===== src/rtl/fir_pkg.sv =====
// Shared definitions for the FIR sample feeder: default sample width,
// pacing counter width and the feeder state encoding.
package fir_pkg;

    localparam int SAMPLE_WIDTH = 8;
    localparam int PACE_WIDTH   = 16;

    typedef enum logic {
        FILL = 1'b0,
        RUN  = 1'b1
    } feeder_state_t;

endpackage


===== src/rtl/sample_skid_buf.sv =====
// Two-entry FIFO-ordered prefetch buffer between the async FIFO and the
// sample pacer; supports a push and a pop on the same edge.
module sample_skid_buf
    import fir_pkg::*;
#(
    parameter int WIDTH = SAMPLE_WIDTH
) (
    input  logic             clk,
    input  logic             rst,
    input  logic             push,
    input  logic [WIDTH-1:0] push_data,
    input  logic             pop,
    output logic [WIDTH-1:0] head,
    output logic [1:0]       occ
);

    logic [WIDTH-1:0] slot0;
    logic [WIDTH-1:0] slot1;

    // NOTE: the data slots are not reset; occ alone decides which slots hold live samples.
    always_ff @(posedge clk) begin
        case ({push, pop})
            2'b10: begin
                if (occ == 2'd0) slot0 <= push_data;
                else             slot1 <= push_data;
            end
            2'b01: slot0 <= slot1;
            2'b11: begin
                if (occ == 2'd1) begin
                    slot0 <= push_data;
                end else begin
                    slot0 <= slot1;
                    slot1 <= push_data;
                end
            end
            default: ;
        endcase
    end

    // NOTE: sequential state uses non-blocking assignments so every register samples pre-edge values.
    always_ff @(posedge clk) begin
        if (rst) begin
            occ <= 2'd0;
        end else if (push && !pop) begin
            occ <= occ + 2'd1;
        end else if (pop && !push) begin
            occ <= occ - 2'd1;
        end
    end

    assign head = slot0;

endmodule


===== src/rtl/fir_sample_feeder.sv =====
// FIR-domain reader of the show-ahead async FIFO: primes a 2-entry buffer, then
// emits one sample strobe every DIV clocks, stuffing zeros on underrun.
module fir_sample_feeder
    import fir_pkg::*;
#(
    parameter int WIDTH = SAMPLE_WIDTH,
    parameter int DIV   = 4
) (
    input  logic             i_clk,
    input  logic             i_rst,
    input  logic [WIDTH-1:0] i_fifo_data,
    input  logic             i_fifo_empty,
    output logic             o_fifo_rd_inc,
    output logic [WIDTH-1:0] o_sample,
    output logic             o_sample_valid,
    output logic             o_underrun,
    input  logic             i_clr_underrun,
    output logic [15:0]      o_sample_cnt
);

    feeder_state_t         state;
    feeder_state_t         state_next;
    logic [PACE_WIDTH-1:0] pace;
    logic [1:0]            occ;
    logic [WIDTH-1:0]      head;
    logic                  tick;
    logic                  pop;
    logic                  push;

    sample_skid_buf #(.WIDTH(WIDTH)) u_buf (
        .clk       (i_clk),
        .rst       (i_rst),
        .push      (push),
        .push_data (i_fifo_data),
        .pop       (pop),
        .head      (head),
        .occ       (occ)
    );

    always_comb begin
        // NOTE: every signal gets a default first so no path through the block infers a latch.
        state_next = state;
        tick       = 1'b0;
        if (state == RUN) tick = (pace == PACE_WIDTH'(DIV - 1));
        pop  = tick && (occ != 2'd0);
        // A pop at a tick frees a slot on the same edge, so a full buffer may still refill.
        push = !i_rst && !i_fifo_empty && ((occ < 2'd2) || pop);
        if (state == FILL && occ == 2'd1 && push) state_next = RUN;
    end

    assign o_fifo_rd_inc = push;

    always_ff @(posedge i_clk) begin
        if (i_rst) state <= FILL;
        else       state <= state_next;
    end

    always_ff @(posedge i_clk) begin
        if (i_rst || state != RUN || tick) pace <= '0;
        else                               pace <= pace + PACE_WIDTH'(1);
    end

    always_ff @(posedge i_clk) begin
        if (i_rst) begin
            o_sample       <= '0;
            o_sample_valid <= 1'b0;
            o_underrun     <= 1'b0;
            o_sample_cnt   <= 16'd0;
        end else begin
            o_sample_valid <= tick;
            if (tick) o_sample <= pop ? head : '0;
            if (pop)  o_sample_cnt <= o_sample_cnt + 16'd1;
            // A zero stuff in the same cycle as a clear request keeps the flag set.
            if (tick && !pop)        o_underrun <= 1'b1;
            else if (i_clr_underrun) o_underrun <= 1'b0;
        end
    end

endmodule


===== config.mk =====
export PLATFORM = sky130hd
export DESIGN_NAME = fir_sample_feeder
export DESIGN_NICKNAME = d
export VERILOG_FILES = /design/src/rtl/fir_pkg.sv /design/src/rtl/sample_skid_buf.sv /design/src/rtl/fir_sample_feeder.sv
export SDC_FILE = /design/constraint.sdc
export NUM_CORES = 1
export LEC_CHECK = 0
export BUFFER_PORTS_ARGS = -buffer_cell sky130_fd_sc_hd__buf_2
export CORE_MARGIN = 2
export CORE_UTILIZATION = 61
export CTS_CLUSTER_SIZE = 24
export DETAILED_ROUTE_END_ITERATION = 6
export HOLD_SLACK_MARGIN = 0.12
export PLACE_DENSITY = 0.84
export SLEW_MARGIN = 0
export SYNTH_ARGS = -nofsm -noshare
export SYNTH_HDL_FRONTEND = slang
export SYNTH_SLANG_ARGS = --single-unit

===== constraint.sdc =====
create_clock -name i_clk -period 9.4 [get_ports i_clk]
set_clock_uncertainty 0.2 [all_clocks]
set_input_delay 1.88 -clock i_clk [delete_from_list [all_inputs] [get_ports i_clk]]
set_output_delay 1.88 -clock i_clk [all_outputs]
set_load 0.02 [all_outputs]

Yosys cells after proc, flatten, opt, wreduce, memory -nomap -nowiden
Cells that the tools add are included.
{"block": "word_totals", "n_memories": 0, "inputBits": 12, "wordCells": 58, "register_bits": 61, "out_inout_bits": 27, "ramBits": 0, "latch_bits": 0, "rom_bits": 0}
{"block": "classes", "n_mul": 0, "n_mux": 12, "div": 0, "bitwise": 1, "n_addsub": 4, "n_lt_le_gt_ge": 1, "shifts": 0, "n_eq_ne": 8, "n_reduce_logical": 23}
{"cell": "8-bit 2-to-1 mux", "n": 5}
{"cell": "16-bit by 1-bit adder with 16-bit output, second input constant", "n": 2}
{"cell": "8-bit case mux with 3 select lines", "n": 1}
{"cell": "16-bit by 2-bit equality test with 1-bit output, second input constant", "n": 1}
{"cell": "8-bit case mux with 2 select lines", "n": 1}
{"cell": "1-bit logical AND", "n": 8}
{"cell": "2-bit nonzero test", "n": 4}
{"cell": "2-bit by 1-bit equality test with 1-bit output, second input constant", "n": 2}
{"cell": "2-bit equality test, second input constant", "n": 2}
{"cell": "1-bit zero test", "n": 4}
{"cell": "2-bit 2-to-1 mux", "n": 2}
{"cell": "2-bit inequality test, second input constant", "n": 2}
{"cell": "1-bit logical OR", "n": 3}
{"cell": "1-bit 2-to-1 mux", "n": 3}
{"cell": "3-bit AND reduction", "n": 1}
{"cell": "3-bit nonzero test", "n": 1}
{"cell": "2-bit by 1-bit adder with 2-bit output, second input constant", "n": 1}
{"cell": "2-bit zero test", "n": 1}
{"cell": "2-bit less-than comparator, second input constant", "n": 1}
{"cell": "2-bit by 1-bit inequality test with 1-bit output, second input constant", "n": 1}
{"cell": "2-bit AND reduction", "n": 1}
{"cell": "2-bit by 1-bit subtractor with 2-bit output, second input constant", "n": 1}
{"cell": "1-bit NOT", "n": 1}

Logic depth before layout (Yosys ltp)
Gate-level depths: netlist (run 1).
{"block": "depth", "ltp_word": 9, "depth_mapped": 12, "depth_no_buf": 10}

Cells and area by module
A second synthesis (run 1) with hierarchy kept.
{"block": "hier_totals", "cells_unflattened": 292, "area_unflattened_um2": 2916.5}
{"module": "fir_sample_feeder", "seq_area_each_um2": 860.8, "n_inst": 1, "area_each_um2": 1973.1, "cells_each": 227}
{"module": "sample_skid_buf", "seq_area_each_um2": 520.5, "n_inst": 1, "area_each_um2": 943.4, "cells_each": 65}

Worst setup path after synthesis (run 1)
Ideal clock, no wire load.
{"block": "synth_timing", "kind": "input to output", "from": "in i_rst", "to": "out o_fifo_rd_inc", "path_buffers": 1, "slack_ps": 4783, "required_time_ps": 7320, "path_stages": 3, "arrival_time_ps": 2537, "path_cell_list": "clkbuf_1 -> nor2_1 -> and2_1"}
{"block": "synth_via", "elab_chain_cells": 3}
{"element": "start: declaration", "line": "fir_sample_feeder.sv:10", "text": "input logic i_rst,"}
{"element": "1-bit zero test", "line": "fir_sample_feeder.sv:47", "text": "push = !i_rst && !i_fifo_empty && ((occ < 2'd2) || pop);"}
{"element": "1-bit logical AND (2 in a row)", "line": "fir_sample_feeder.sv:47"}
{"element": "end: declaration", "line": "fir_sample_feeder.sv:13", "text": "output logic o_fifo_rd_inc,"}
No other way between the ends.

Worst setup path after layout (run 1)
Same ends and word-level chain as after synthesis.

==> results of run 1 <==
==> per-layer routing <==
| layer | track usage [%] | up-vias |
|---|---|---|
| li1 | - | 1197 |
| met1 | 32.02 | 1069 |
| met2 | 37.72 | 59 |
| met3 | 9.028 | 7 |
| met4 | 8.230 | 0 |
| met5 | 0 | - |
==> state kept, by name, summed over array words and instances, names as in the netlist <==
| register | cells |
|---|---|
| o_sample | 8 |
| o_sample_valid | 1 |
| u_buf.occ | 2 |
| pace | 16 |
| u_buf.slot1 | 8 |
| o_underrun | 1 |
| o_sample_cnt | 16 |
| state | 1 |
| u_buf.head | 8 |
==> path summary, 6_finish.rpt <==
path | slack, ps | from | to
worst max-delay path | 4340 | i_rst | o_fifo_rd_inc
worst min register to register | 250 | o_sample[1]$_SDFFE_PP0P_ | o_sample[1]$_SDFFE_PP0P_
worst max register to register | 5730 | u_buf.occ[1]$_SDFFE_PP0P_ | u_buf.slot1[4]$_DFFE_PP_
worst min-delay path | 250 | o_sample[1]$_SDFFE_PP0P_ | o_sample[1]$_SDFFE_PP0P_
==> per-stage QoR <==
step | power [mW] | cell area (µm²) | util, %
global route | 0.5405 | 3242 | 73.44
CTS | 0.5249 | 3242 | 73.44
global placement | 0.3080 | 3054 | 69.19
finish | 0.5204 | 3242 | 73.44
detailed placement | 0.3090 | 3054 | 69.19
floorplan | 0.3012 | 2851 | -
==> cells by family (layout without fill, tap and decap cells) <==
group                      count (synthesis)  after routing
DFF                                       61             61
xor gates and xnor gates                  14             14
buffers and inverters                     25             64
AOI/OAI and AO/OA                         54             54
and+or+nand+nor                          141            141
muxes                                      6              6
adders and majority gates                  8              8
==> worst reg2reg max path: stages (launching register included) <==
cell      delay [ps]
dfxtp_1          320
inv_1            100
ha_1             670
o21ai_0          330
and2_1           260
ha_1             230
and2_1           260
a211oi_1         930
==> cell type report <==
type                       instances  share of cell area [%]
timing repair buffer              39                   6.098
inverter                           9                   1.042
clock inverter                     3                  0.5403
sequential                        61                   42.61
tap                               52                   2.007
clock buffer                      13                   5.249
multi-input combinational        223                   42.45
==> placed cells by master (no fill, tap or decap), types with 6 or more instances in the layout <==
cell type	instances
nor2_1	31
a21oi_1	22
o21ai_0	8
edfxtp_1	16
ha_1	8
mux2_2	6
nor2b_1	9
or4_1	7
nor3_1	6
nand3_1	20
o31ai_1	14
nand2_1	29
clkbuf_8	10
nand4_1	6
inv_1	9
xnor2_1	11
dfxtp_1	45
nor4_1	12
buf_2	38
==> where the power goes <==
part           switching (mW)  leakage, nW  internal (mW)
clock                  0.0990       0.0946          0.118
combinational          0.0184        0.543        0.00789
sequential            0.00194        0.511          0.275
==> flow_summary_export.csv, run 1 <==
group,metric,value,unit
grt,antenna_found_initial,0,
route,wl_met1,2.703,mm
pwr,p_leak,1.149,nW
critical_path,startpoint_type,"primary input",
final_layout,n_antenna_cell,0,
timing,finalSetupViolCount,0,
route,met3WireLength,315,µm
grt,grt-ovfl-total,0,
synth,yosysSeqAreaShare,48.44,%
final_layout,nets,363,
floorplan,die_y,72.37,µm
route,vias_per_cell,5.830,
synth,synth.distinct_cells,34,
synth,synth_common_cells,"dfxtp_1 (45), nor2_1 (31), nand2_1 (29)",
critical_path,rr_worst_depth,7,
outcome,status,"completed",
synth,netlist_instances,309,
critical_path,max_stage_delay,500,ps
synth,mappedNetlistArea,2851,µm²
clock_tree,cts_root_buffer,"clkbuf_8",
final_layout,fin_cells,400,
critical_path,path_max_fanout,36,
final_layout,multi_input_comb_area,1376,µm²
synth,synth_compound_area_share,12.07,%
route,top_layer_used,"met4",
synth,synth-edff-count,16,
grt,grt_max_degree,37,
timing,holdWs,248.8,ps
synth,synth_top_family_by_area,"simple AND/OR/NAND/NOR gates",
placement,gp_congestion,0.8349,
min_path,hp-class,"reg -> reg",
floorplan,rows,24,
placement,dp_slack,4344,ps
clock_tree,post-cts-setup-buffer-count,0,
clock_tree,cts-buffers-inserted,9,
synth,ys_ff_latch,61,
synth,ys_async_sr_fraction,0,%
timing,maxSlewViolCount,0,
floorplan,coreArea,4414,µm²
clock_tree,clk_path_buf_depth,2,
critical_path,cp_slowest_cell,"buf_2",
placement,port_buffers,38,
route,ant_nets,0,
timing,worst_slew_pin_slew,1098,ps
timing,fmax,197.5,MHz
flow_run,cap_viol_max_count,0,
placement,dp_hpwl,3.945,mm
floorplan,ioPinCount,39,
clock_tree,cts.htree.levels,3,
pwr,cellPowerDensity,160.5,nW/µm²
route,remaining_drc_errors,0,
route,drt_wl_total,5.789,mm
final_layout,drive_above_1_share,18.97,%
critical_path,cp.required,7320,ps
critical_path,crit_buf_inv,2,
synth,synth_most_common_cell,"dfxtp_1",
timing,setup_tns,0,ps
synth,yosys.area.top_type,"dfxtp_1",
clock_tree,cts_tree,"yes",
synth,synthTopCellsByArea,"dfxtp_1 (32%), edfxtp_1 (17%), nor2_1 (4.1%)",
synth,synth_flop_cell,"dfxtp_1",
floorplan,fp.dieW,72.37,µm
synth,synth_area_per_cell,9.228,µm²
critical_path,crit_chain,"buf_2, nor2_1, and2_1, buf_2",
critical_path,cpLargestDelayFamily,"buffers and inverters",
final_layout,n_fill_cell,340,
timing,fin_ws,4337,ps
critical_path,cp-end-kind,"primary output",
route,dr.pass1.iters,4,
timing,grt_setup_unrepaired,"no",
timing,timing.final.crit_share,53.86,%
clock_tree,clock_sinks,61,
synth,yosys.area_share.xor_xnor,4.300,%
critical_path,crit_top_cell,"buf_2",
route,drt_iter0_markers,149,
synth,syn-num-nets,329,
critical_path,path_class,"in -> out",
route,wl_per_cell,14.47,µm
synth,synth.top_cell.area_share,31.59,%
synth,yosysWarnings,0,
grt,grt_usage,24.46,%
grt,grt_pass1_vias,2143,
timing,max_slew_margin,26.39,%
critical_path,cp_data_arrival_time,2980,ps
route,vias,2332,
synth,synth-adder-area-share,3.510,%
clock_tree,clk_latency,340,ps
floorplan,initial_core_util,64.60,%
pwr,peakVddDrop,0.0001221,V
clock_tree,cts_hold_buf,0,
grt,grt_pass1_wl,9.770,mm
synth,synthSimpleGateAreaFrac,26.02,%
min_path,holdPathStages,2,
clock_tree,clk_pin_slew,60,ps
timing,hold_viol_final,0,
final_layout,regArea,1381,µm²
timing,fin_crit,5063,ps
placement,place_inst,384,
critical_path,crit_cells,4,
synth,synth.area.mux_share,2.369,%
clock_tree,cts-resized-gates,0,
floorplan,dieArea,5237,µm²
final_layout,syn_to_final_growth,13.69,%
route,dr_wl_met2,2.698,mm
No activity file was read; power rests on OpenSTA's default activity.
==> inputs of run 2 (changes only) <==
CORE_UTILIZATION = 57   (was 61)
PLACE_DENSITY = 0.79   (was 0.84)
clock period = 5 ns   (was 9.4 ns; I/O delays follow)
==> run 2 against run 1 <==
Against the previous run: worst hold slack gained 6.9 ps; critical endpoint is now u_buf.slot1[1]$_DFFE_PP_; sequential power grew 88%; clock power grew 86%; routed wire length grew 9.0%; first-iteration DRC count grew 4.7%; die area grew 6.6%.
==> flow_summary_export.csv, run 2 (same netlist as run 1, synthesis figures left out) <==
group,metric,value,unit
outcome,status,"completed",
floorplan,die_y,74.73,µm
min_path,holdPathStages,2,
clock_tree,cts-resized-gates,0,
floorplan,rows,25,
final_layout,n_antenna_cell,0,
grt,grt_usage,25.42,%
route,wl_per_cell,15.16,µm
clock_tree,clk_pin_slew,70,ps
final_layout,reg_top3,"o_sample_cnt x16, pace x16",
timing,maxSlewViolCount,0,
pwr,intPower,754.3,µW
grt,grt_pass1_wl,10.56,mm
critical_path,path_max_fanout,9,
pwr,clockPowerShare,41.3,%
grt,antenna_found_initial,0,
min_path,worstHoldStart,"o_sample[5]$_SDFFE_PP0P_",
placement,dp_slack,1252,ps
timing,worst_slew_pin_slew,1145,ps
placement,port_buffers,38,
timing,fin_ws,1227,ps
grt,grt_max_degree,36,
final_layout,final_common_cell,"dfxtp_1",
clock_tree,cts.htree.levels,3,
floorplan,coreArea,4786,µm²
min_path,hp-class,"reg -> reg",
timing,finalSetupViolCount,0,
floorplan,fp.dieW,74.73,µm
final_layout,fin_util,68.13,%
critical_path,path_class,"reg -> reg",
clock_tree,cts_root_buffer,"clkbuf_8",
pwr,share_comb_of_total_power,5.3,%
pwr,power_frac_seq,53.4,%
critical_path,startpoint_type,"flop",
final_layout,syn_to_final_growth,14.35,%
timing,grt_setup_unrepaired,"no",
timing,fmax,265.0,MHz
critical_path,rrSetupSlack,1230,ps
final_layout,n_fill_cell,378,
placement,gp_congestion,0.8042,
pwr,swShare,22.70,%
critical_path,cp.required,4750,ps
floorplan,dieArea,5585,µm²
clock_tree,cts-buffers-inserted,9,
critical_path,r2r-start,"pace[0]$_SDFF_PP0_",
critical_path,cp_data_arrival_time,3530,ps
grt,grt-ovfl-total,0,
route,vias,2413,
route,drt_iter0_markers,156,
placement,dp_hpwl,4.304,mm
timing,hold_viol_final,0,
timing,fin_crit,3773,ps
floorplan,initial_core_util,59.58,%
clock_tree,cts_tree,"yes",
pwr,finalPower,975.8,µW
route,vias_per_cell,5.800,
clock_tree,clk_path_buf_depth,2,
min_path,hold_end,"o_sample[5]$_SDFFE_PP0P_",
clock_tree,cts_hold_buf,0,
timing,setup_tns,0,ps
critical_path,r2r-end,"u_buf.slot1[1]$_DFFE_PP_",
final_layout,drive_above_1_share,18.91,%
pwr,cellPowerDensity,299.3,nW/µm²
pwr,p_leak,1.154,nW
critical_path,cp-end-kind,"flop",
timing,timing.final.crit_share,75.47,%
route,dr.pass1.iters,5,
final_layout,nets,364,
flow_run,cap_viol_max_count,0,
pwr,peakVddDrop,0.0002130,V
final_layout,final_cell_mix,"dfxtp_1 (45), buf_2 (38), nor2_1 (31)",
grt,grt_pass1_vias,2232,
route,drt_wl_total,6.308,mm
route,remaining_drc_errors,0,
clock_tree,clock_sinks,61,
critical_path,rr_worst_depth,8,
pwr,power.switching,221.5,µW
timing,max_slew_margin,23.19,%
clock_tree,clk_latency,340,ps
floorplan,ioPinCount,39,
clock_tree,post-cts-setup-buffer-count,0,
route,ant_nets,0,
[run 2: cell count changes in the layout (fill, tap and decap cells not counted), sizes merged]
cell      delta
clkinv       +4
clkbuf       -4
clkinvlp     -1
buf          +1
bufinv       +1
[run 2: cell type report]
cell class | instances | area (µm²) | share of cell area [%]
tap | 67 | 83.83 | 2.571
multi-input combinational | 223 | 1376 | 42.21
inverter | 9 | 33.78 | 1.036
clock buffer | 9 | 123.9 | 3.799
sequential | 61 | 1381 | 42.36
clock inverter | 7 | 56.30 | 1.727
timing repair buffer | 40 | 205.2 | 6.293
[run 2: routing by layer]
layer / wire length [µm] / GRT usage, % / up-vias
met3: 330 / 9.371 / 9
met1: 2940 / 33.76 / 1137
li1: - / - / 1201
met5: 0 / 0 / -
met4: 66 / 7.341 / 0
met2: 2970 / 39.23 / 66
[run 2: how the worst max path moves through the flow]
stage                                           to  depth (start not counted)  slack (ps)          startpoint
after CTS                 u_buf.slot1[0]$_DFFE_PP_                          8        1250  pace[0]$_SDFF_PP0_
after global routing      u_buf.slot1[1]$_DFFE_PP_                          8         970  pace[0]$_SDFF_PP0_
final                     u_buf.slot1[1]$_DFFE_PP_                          8        1230  pace[0]$_SDFF_PP0_
after floorplan           u_buf.slot1[0]$_DFFE_PP_                          7        1510               i_rst
after global placement    u_buf.slot1[6]$_DFFE_PP_                          8        1500  pace[0]$_SDFF_PP0_
after detailed placement  u_buf.slot1[5]$_DFFE_PP_                          8        1250  pace[0]$_SDFF_PP0_
[run 2: power by group through the flow]
stage / Clock (mW) / Sequential [mW] / Combinational [mW]
after floorplan: 0 / 0.530 / 0.0360
after global placement: 0 / 0.531 / 0.0499
after detailed placement: 0 / 0.531 / 0.0512
after CTS: 0.411 / 0.521 / 0.0514
after global routing: 0.435 / 0.521 / 0.0577
final: 0.403 / 0.521 / 0.0521
[run 2: stage by stage]
step	instance area (µm²)	instances	hold WS (ps)
floorplan	2851	309	217.5
global placement	3080	400	231.5
detailed placement	3080	400	246.7
CTS	3261	416	255.1
global route	3261	416	274.1
finish	3261	416	255.7
[run 2: worst max-delay path, cell delays in order, from the launching register on]
cell and delay (ps):
dfxtp_1 360, ha_1 250, nor4bb_1 300, nand4_1 410, o21ai_0 430, and2_1 270, ha_1 220, nor2_1 50
a211oi_1 890
==> inputs of run 3 (changes only) <==
clock period = 3.9 ns   (was 5 ns; I/O delays follow)
==> run 3 against run 2 <==
Against the previous run: register-to-register slack got worse by 800 ps; worst setup slack worse by 890 ps; combinational power increased by 33%.
==> flow_summary_export.csv, run 3 (same netlist as run 1, synthesis figures left out) <==
group,metric,value,unit
placement,dp_hpwl,4.366,mm
timing,finalSetupViolCount,0,
timing,max_slew_margin,61.17,%
timing,setup_tns,0,ps
outcome,status,"completed",
pwr,peakVddDrop,0.0002833,V
floorplan,die_y,74.73,µm
final_layout,final_cell_mix,"dfxtp_1 (45), buf_2 (38), nor2_1 (31)",
final_layout,drive_above_1_share,19.94,%
final_layout,syn_to_final_growth,15.58,%
final_layout,nets,366,
route,vias,2413,
critical_path,crit_buf_inv,1,
clock_tree,cts-buffers-inserted,9,
clock_tree,clk_latency,350,ps
pwr,finalPower,1.307,mW
grt,antenna_found_initial,0,
clock_tree,cts-resized-gates,0,
route,vias_per_cell,5.773,
grt,grt_max_degree,36,
clock_tree,clk_pin_slew,70,ps
route,wl_per_cell,14.95,µm
critical_path,cp-end-kind,"primary output",
critical_path,cp.required,2920,ps
floorplan,ioPinCount,39,
grt,grt_usage,24.77,%
floorplan,fp.dieW,74.73,µm
route,dr.pass1.iters,4,
final_layout,reg_top3,"o_sample_cnt x16, pace x16",
timing,maxSlewViolCount,0,
placement,port_buffers,38,
route,remaining_drc_errors,0,
clock_tree,cts_hold_buf,0,
final_layout,n_antenna_cell,0,
clock_tree,cts.htree.levels,3,
critical_path,path_max_fanout,9,
timing,grt_setup_unrepaired,"no",
critical_path,cpLargestDelayFamily,"simple AND/OR/NAND/NOR gates",
timing,holdWs,250.5,ps
critical_path,cp_data_arrival_time,2580,ps
timing,worst_slew_pin_slew,582.5,ps
route,ant_nets,0,
pwr,p_leak,1.175,nW
timing,fin_ws,340.7,ps
critical_path,cp_slowest_cell,"o21ai_0",
floorplan,rows,25,
final_layout,fin_util,68.86,%
route,drt_wl_total,6.251,mm
floorplan,initial_core_util,59.58,%
grt,grt_pass1_wl,10.33,mm
clock_tree,clock_sinks,61,
critical_path,max_stage_delay,430,ps
clock_tree,post-cts-setup-buffer-count,0,
critical_path,path_class,"reg -> out",
grt,grt-ovfl-total,0,
clock_tree,cts_root_buffer,"clkbuf_8",
grt,grt_pass1_vias,2246,
placement,gp_congestion,0.8298,
placement,dp_slack,521.8,ps
clock_tree,clk_path_buf_depth,2,
flow_run,cap_viol_max_count,0,
route,drt_iter0_markers,164,
floorplan,dieArea,5585,µm²
timing,fin_crit,3559,ps
critical_path,crit_chain,"ha_1, nor4bb_1, nand4_1, o21ai_0, and2_1, buf_2",
timing,hold_viol_final,0,
pwr,cellPowerDensity,396.5,nW/µm²
critical_path,startpoint_type,"flop",
timing,timing.final.crit_share,91.26,%
clock_tree,cts_tree,"yes",
floorplan,coreArea,4786,µm²
final_layout,n_fill_cell,390,
timing,fmax,281.0,MHz
final_layout,final_common_cell,"dfxtp_1",
min_path,hp-class,"reg -> reg",
==> run 3: through the flow <==
step	cell area, µm²	cells
after floorplan	2851	309
after detailed placement	3095	402
after global routing	3296	418
after global placement	3095	402
after CTS	3296	418
final	3296	418
==> run 3: final timing paths <==
kind,start,end,cells after the start,slack [ps]
worst max-delay path,pace[0]$_SDFF_PP0_,o_fifo_rd_inc,6,340
worst min-delay path,o_sample[6]$_SDFFE_PP0P_,o_sample[6]$_SDFFE_PP0P_,2,250
worst max register to register,pace[0]$_SDFF_PP0_,u_buf.head[0]$_DFFE_PP_,10,430
worst min register to register,o_sample[6]$_SDFFE_PP0P_,o_sample[6]$_SDFFE_PP0P_,2,250
==> run 3: power breakdown <==
part           internal [mW]  switching, mW
Sequential             0.663        0.00544
Combinational         0.0217         0.0474
Clock                  0.324          0.245
Total                   1.01          0.298
==> run 3: area by class of cell <==
class | count | area, µm² | share of cell area, %
clock buffer | 11 | 151.4 | 4.594
clock inverter | 5 | 48.80 | 1.481
inverter | 9 | 33.78 | 1.025
multi-input combinational | 223 | 1376 | 41.76
sequential | 61 | 1381 | 41.91
tap | 67 | 83.83 | 2.544
timing repair buffer | 42 | 220.2 | 6.682
==> run 3: routing by layer <==
layer	up-vias	track usage [%]	wire [µm]
met3	13	9.371	311
met1	1139	30.78	2926
met4	0	9.524	109
met2	56	39.33	2904
met5	-	0	0
li1	1205	-	-
==> run 3: worst register-to-register path, cell delays in order (launching register included) <==
cell,delay [ps]
dfxtp_1,360
ha_1,260
nor4bb_1,300
nand4_1,410
o21ai_0,430
and2_1,280
ha_1,200
nor2b_1,420
nand2_1,100
o31ai_1,220
a221o_1,170
